--- src/rtl/pulse_filter_pkg.sv ---
// Shared types, width defaults and the saturating adder for the pulse filter.
// The adder is fixed at 32 bits so callers of any width up to 32 can use it.
package pulse_filter_pkg;

  typedef enum logic [1:0] {
    LOW    = 2'd0,
    RISE_Q = 2'd1,
    HIGH   = 2'd2,
    FALL_Q = 2'd3
  } pf_state_t;

  localparam int PF_CH_NUM_DEF      = 32;
  localparam int PF_CNT_W_DEF       = 22;
  localparam int PF_SYNC_STAGES_DEF = 2;
  localparam int PF_REJ_W_DEF       = 16;

  // Adds inc to acc and clamps the result at max_val.
  function automatic logic [31:0] pf_sat_add(
    input logic [31:0] acc,
    input logic [31:0] inc,
    input logic [31:0] max_val
  );
    logic [32:0] sum;
    sum = {1'b0, acc} + {1'b0, inc};
    if (sum > {1'b0, max_val}) begin
      return max_val;
    end
    return sum[31:0];
  endfunction

endpackage

--- src/rtl/pulse_filter_chan.sv ---
// One filter channel: input synchroniser, qualification state machine and
// counter, registered level, edge strobes and the rejected-glitch strobe.
module pulse_filter_chan
  import pulse_filter_pkg::*;
#(
  parameter int CNT_W       = PF_CNT_W_DEF,
  parameter int SYNC_STAGES = PF_SYNC_STAGES_DEF
) (
  input  logic             clk,
  input  logic             rst_n,
  input  logic             pulse_in,
  input  logic [CNT_W-1:0] thres_rise,
  input  logic [CNT_W-1:0] thres_fall,
  input  logic             bypass,
  output logic             pulse_out,
  output logic             rise_evt,
  output logic             fall_evt,
  output logic             rej_stb
);

  localparam logic [CNT_W:0] ONE = {{CNT_W{1'b0}}, 1'b1};

  logic [SYNC_STAGES-1:0] sync_reg;
  logic                   s;
  pf_state_t              state_reg, state_next;
  logic [CNT_W-1:0]       cnt_reg, cnt_next;
  logic [CNT_W:0]         run, need_rise, need_fall;
  logic                   pulse_out_reg, pulse_next;
  logic                   rise_evt_reg, fall_evt_reg;
  logic                   rej_stb_reg, rej_next;

  assign s = sync_reg[SYNC_STAGES-1];

  // A zero threshold is treated as one; cnt holds the number of samples of
  // the pending level seen so far, so run includes the current sample.
  assign need_rise = (thres_rise == '0) ? ONE : {1'b0, thres_rise};
  assign need_fall = (thres_fall == '0) ? ONE : {1'b0, thres_fall};
  assign run       = {1'b0, cnt_reg} + ONE;

  always_ff @(posedge clk) begin
    if (!rst_n) begin
      sync_reg <= '0;
    end else begin
      sync_reg <= {sync_reg[SYNC_STAGES-2:0], pulse_in};
    end
  end

  always_comb begin
    state_next = state_reg;
    cnt_next   = cnt_reg;
    rej_next   = 1'b0;
    if (bypass) begin
      state_next = s ? HIGH : LOW;
      cnt_next   = '0;
    end else begin
      case (state_reg)
        LOW: begin
          if (s) begin
            if (need_rise == ONE) begin
              state_next = HIGH;
            end else begin
              state_next = RISE_Q;
              cnt_next   = ONE[CNT_W-1:0];
            end
          end
        end
        RISE_Q: begin
          if (!s) begin
            state_next = LOW;
            cnt_next   = '0;
            rej_next   = 1'b1;
          end else if (run >= need_rise) begin
            state_next = HIGH;
            cnt_next   = '0;
          end else begin
            cnt_next = run[CNT_W-1:0];
          end
        end
        HIGH: begin
          if (!s) begin
            if (need_fall == ONE) begin
              state_next = LOW;
            end else begin
              state_next = FALL_Q;
              cnt_next   = ONE[CNT_W-1:0];
            end
          end
        end
        FALL_Q: begin
          // An aborted low glitch is not a diagnostic event.
          if (s) begin
            state_next = HIGH;
            cnt_next   = '0;
          end else if (run >= need_fall) begin
            state_next = LOW;
            cnt_next   = '0;
          end else begin
            cnt_next = run[CNT_W-1:0];
          end
        end
        default: begin
          state_next = LOW;
          cnt_next   = '0;
        end
      endcase
    end
    pulse_next = (state_next == HIGH) || (state_next == FALL_Q);
  end

  always_ff @(posedge clk) begin
    if (!rst_n) begin
      state_reg     <= LOW;
      cnt_reg       <= '0;
      pulse_out_reg <= 1'b0;
      rise_evt_reg  <= 1'b0;
      fall_evt_reg  <= 1'b0;
      rej_stb_reg   <= 1'b0;
    end else begin
      state_reg     <= state_next;
      cnt_reg       <= cnt_next;
      pulse_out_reg <= pulse_next;
      rise_evt_reg  <= pulse_next & ~pulse_out_reg;
      fall_evt_reg  <= ~pulse_next & pulse_out_reg;
      rej_stb_reg   <= rej_next;
    end
  end

  assign pulse_out = pulse_out_reg;
  assign rise_evt  = rise_evt_reg;
  assign fall_evt  = fall_evt_reg;
  assign rej_stb   = rej_stb_reg;

endmodule

--- src/rtl/pulse_filter_multi.sv ---
// Multi-channel pulse-width qualifier: an array of filter channels plus a
// saturating counter of rejected high glitches summed over all channels.
module pulse_filter_multi
  import pulse_filter_pkg::*;
#(
  parameter int CH_NUM      = PF_CH_NUM_DEF,
  parameter int CNT_W       = PF_CNT_W_DEF,
  parameter int SYNC_STAGES = PF_SYNC_STAGES_DEF,
  parameter int REJ_W       = PF_REJ_W_DEF
) (
  input  logic              clk,
  input  logic              rst_n,
  input  logic [CH_NUM-1:0] pulse_in,
  input  logic [CNT_W-1:0]  thres_rise,
  input  logic [CNT_W-1:0]  thres_fall,
  input  logic [CH_NUM-1:0] bypass,
  input  logic              rej_clr,
  output logic [CH_NUM-1:0] pulse_out,
  output logic [CH_NUM-1:0] rise_evt,
  output logic [CH_NUM-1:0] fall_evt,
  output logic [REJ_W-1:0]  rej_cnt
);

  localparam logic [31:0] REJ_MAX = 32'((64'd1 << REJ_W) - 64'd1);

  logic [CH_NUM-1:0] rej_stb;
  logic [31:0]       rej_pop;
  logic [REJ_W-1:0]  rej_cnt_reg, rej_cnt_next;

  generate
    for (genvar gi = 0; gi < CH_NUM; gi++) begin : g_chan
      pulse_filter_chan #(
        .CNT_W      (CNT_W),
        .SYNC_STAGES(SYNC_STAGES)
      ) u_chan (
        .clk       (clk),
        .rst_n     (rst_n),
        .pulse_in  (pulse_in[gi]),
        .thres_rise(thres_rise),
        .thres_fall(thres_fall),
        .bypass    (bypass[gi]),
        .pulse_out (pulse_out[gi]),
        .rise_evt  (rise_evt[gi]),
        .fall_evt  (fall_evt[gi]),
        .rej_stb   (rej_stb[gi])
      );
    end
  endgenerate

  always_comb begin
    rej_pop = '0;
    for (int i = 0; i < CH_NUM; i++) begin
      rej_pop = rej_pop + {31'b0, rej_stb[i]};
    end
    rej_cnt_next = REJ_W'(pf_sat_add(32'(rej_cnt_reg), rej_pop, REJ_MAX));
  end

  // Clear wins over any strobes arriving in the same cycle.
  always_ff @(posedge clk) begin
    if (!rst_n) begin
      rej_cnt_reg <= '0;
    end else if (rej_clr) begin
      rej_cnt_reg <= '0;
    end else begin
      rej_cnt_reg <= rej_cnt_next;
    end
  end

  assign rej_cnt = rej_cnt_reg;

endmodule
--- config.mk ---
export PLATFORM = sky130hd
export DESIGN_NAME = pulse_filter_multi
export DESIGN_NICKNAME = d
export VERILOG_FILES = /design/src/rtl/pulse_filter_pkg.sv /design/src/rtl/pulse_filter_chan.sv /design/src/rtl/pulse_filter_multi.sv
export SDC_FILE = /design/constraint.sdc
export NUM_CORES = 2
export LEC_CHECK = 0
export CORE_UTILIZATION = 55
export DETAILED_ROUTE_END_ITERATION = 7
export PLACE_DENSITY = 0.71
export SLEW_MARGIN = 20
export SYNTH_ARGS = -nofsm -noshare
export SYNTH_HDL_FRONTEND = slang
export SYNTH_SLANG_ARGS = --single-unit
--- constraint.sdc ---
create_clock -name clk -period 7 [get_ports clk]
set_input_delay 1.05 -clock clk [delete_from_list [all_inputs] [get_ports clk]]
set_output_delay 1.05 -clock clk [all_outputs]
set_load 0.005 [all_outputs]
==> flow_summary.ini <==
[sta]
setup_ws_ps = 587
hold_violations = 0
drv_slew = 0
max_slew_margin_pct = 20.1
rsz0062_at_grt = false
tightestPinTransition_ps = 1190
fin_crit_ps = 6410
finalSetupTns_ps = 0
fmax_ghz = 0.156
period_share_pct = 91.6
skew_ps = 28.9
setup_viol = 0

[synth]
synth_cells = 9660
synth.most_common_cell = ha_1
syn_area_per_cell_um2 = 8.38
synthArstFlopShare_pct = 0
ys_warn_count = 0
synth_enable_flop_cells = 0
yosys.area.top_type = dfxtp_1
yosys.cell_types.count = 106
yosys_most_used_dff = dfxtp_1
syn-cell-area_um2 = 80900
yosysSeqAreaShare_pct = 24.1
synthTopCellsByArea = dfxtp_1 (24%), ha_1 (23%), xnor2_1 (4.2%), a21oi_1 (3.9%), nand2_1 (3.7%)
synth_seq_cells = 976
syn_nets = 11300
synth_common_cells = ha_1 (1455), dfxtp_1 (976), nand2_1 (802), nor2_1 (640), a21oi_1 (634)
synth_top_area_share_pct = 24.1

[cells_and_area]
final_nets = 11400
largest_reg_flops = 704
post-route-util_pct = 61.5
fin_area_um2 = 89700
area_delta_synth_final_pct = 10.9
drive_above_1_share_pct = 6.13
final_cells = 11800
register_area_um2 = 19500
multi_input_area_um2 = 58300
nFillCells = 12600

[drt]
via_per_inst = 6.62
first_pass_iters = 8
wl_per_cell_um = 24.1
drt_iter0_drc = 7109
remaining_drc_errors = 0
antenna_left = 0
routed_wirelength_um = 284000
vias = 78100

[power_and_ir_drop]
power_density_nw_per_um2 = 159
ir_drop_mv = 0.191
p_leak_uw = 0.0399

[clocking]
cts_tree = built
clock_sinks = 976
cts_resized = 0
cts-root-buf = clkbuf_16
cts_setup_buffers = 0
clkTransAtPathRegs_ps = 60
clock_latency_ps = 770
clk_path_buf_depth = 3
h-tree-depth = 3
numCtsBuffers = 118
hold_buffers = 0

[floorplanning]
start_util_pct = 55.5
rows = 140
die_y_um = 386
die_w_um = 386
core-area_um2 = 146000
io_pins = 223
die-area_um2 = 149000

[grt]
grt_pass1_wl_um = 424000
track_usage_pct = 36.8
grt_overflow = 0
grt_max_degree = 73
antenna_found_initial = 18
grt_pass1_vias = 72500

[placement]
routabilityCongestion = 0.973
dpl_worst_slack_ps = 641
dp_cells = 11600
port_buffers = 222
hpwl_um = 199000
detailed_place.area_um2 = 85300

[critical_path]
cpMostUsedCell = fa_1
cp-start-kind = flop
worst-path-buf-inv = 1
r2r_start = rej_cnt[0]
cp-startpoint = rej_cnt[0]
crit_path_end_kind = flop
cp_cell_sequence = fa_1, inv_1, fa_1, fa_1, fa_1, fa_1, fa_1, fa_1, fa_1, nand2b_1, a21oi_1, o21ai_0, a21oi_1, o211ai_1, and4_1, a211oi_1
arrival_ps = 7090
crit_required_ps = 7670
path_delay_family = adder cells
worstPathMaxFanout = 13
critPathKind = flop to flop
worst_path_largest_cell_delay_ps = 540
cpMaxStageDelayCell = fa_1

[hold_path]
hold_class = flop to flop
hold_start = g_chan[29].u_chan.sync_reg[0]

[flow_run]
drv_cap = 0

[status]
status = finished, final reports clean
kinds of logic (layout without fill, tap and decap cells):
kind of cell / after synthesis / count (layout) / share of synthesized area, %
AND/OR/NAND/NOR: 3473 / 3473 / 21.9
AO/OA/AOI/OAI: 2402 / 2402 / 20.0
adder cells (fa/ha/maj): 1481 / 1481 / 23.1
flip-flops: 976 / 976 / 24.1
buffers and inverters: 703 / 909 / 3.93
XOR/XNOR: 590 / 590 / 6.39
multiplexers: 35 / 35 / 0.436
other: 0 / 12 / 0
final timing paths:
check	to	slack [ps]	cells past startpoint
min	g_chan[29].u_chan.sync_reg[1]	430	1
min reg2reg	g_chan[29].u_chan.sync_reg[1]	430	1
max	rej_cnt[11]	590	16
max reg2reg	rej_cnt[11]	590	16
cell type report:
type / instances / share of cell area (%)
multi-input cells: 7981 / 65.0
clock buffers: 160 / 3.81
diodes: 12 / 0.0335
flip-flops and latches: 976 / 21.8
inverters: 269 / 1.19
well taps: 1917 / 2.67
clock inverters: 58 / 1.02
repair buffers: 422 / 4.49
layout by cell type (no fill, tap or decap), types with 72 or more instances in the layout:
master	count
a22o_1	184
xor2_1	203
nor3_1	194
nor2_1	639
clkdlybuf4s50_1	221
dfxtp_1	976
and2_1	146
xnor2_1	387
a211oi_1	107
buf_4	176
a21oi_1	632
clkbuf_16	120
a22oi_1	109
o21ai_0	410
and3_1	198
nor2b_1	83
a32o_1	72
nand2_1	802
a31oi_1	180
nand4_1	312
nand3_1	526
nand2b_1	143
and4_1	94
a21o_1	182
inv_1	226
ha_1	1455
layer usage:
| metal | vias to the layer above | share of wire (%) | routed length (um) | track usage (%) |
|---|---|---|---|---|
| met3 | 969 | 9.5 | 27100 | 7.47 |
| met4 | 20 | 7.2 | 20400 | 23.6 |
| met1 | 37100 | 40 | 114000 | 46.4 |
| met5 | - | 0.047 | 132 | 0 |
| met2 | 3586 | 43 | 122000 | 57.2 |
| li1 | 36400 | - | - | - |
per-stage QoR:
step	hold slack, ps	power [uW]
2_1_floorplan	408	6620
3_3_place_gp	415	7300
3_5_place_dp	418	7360
4_1_cts	432	14200
5_1_grt	441	14600
6_report	431	14200
report_power, final:
group | switching [uW] | internal [uW] | total (uW)
combinational | 1110 | 513 | 1620
sequential | 68.0 | 5610 | 5680
clock | 2700 | 4210 | 6920
total | 3880 | 10300 | 14200
(Power assumes the default switching activity.)
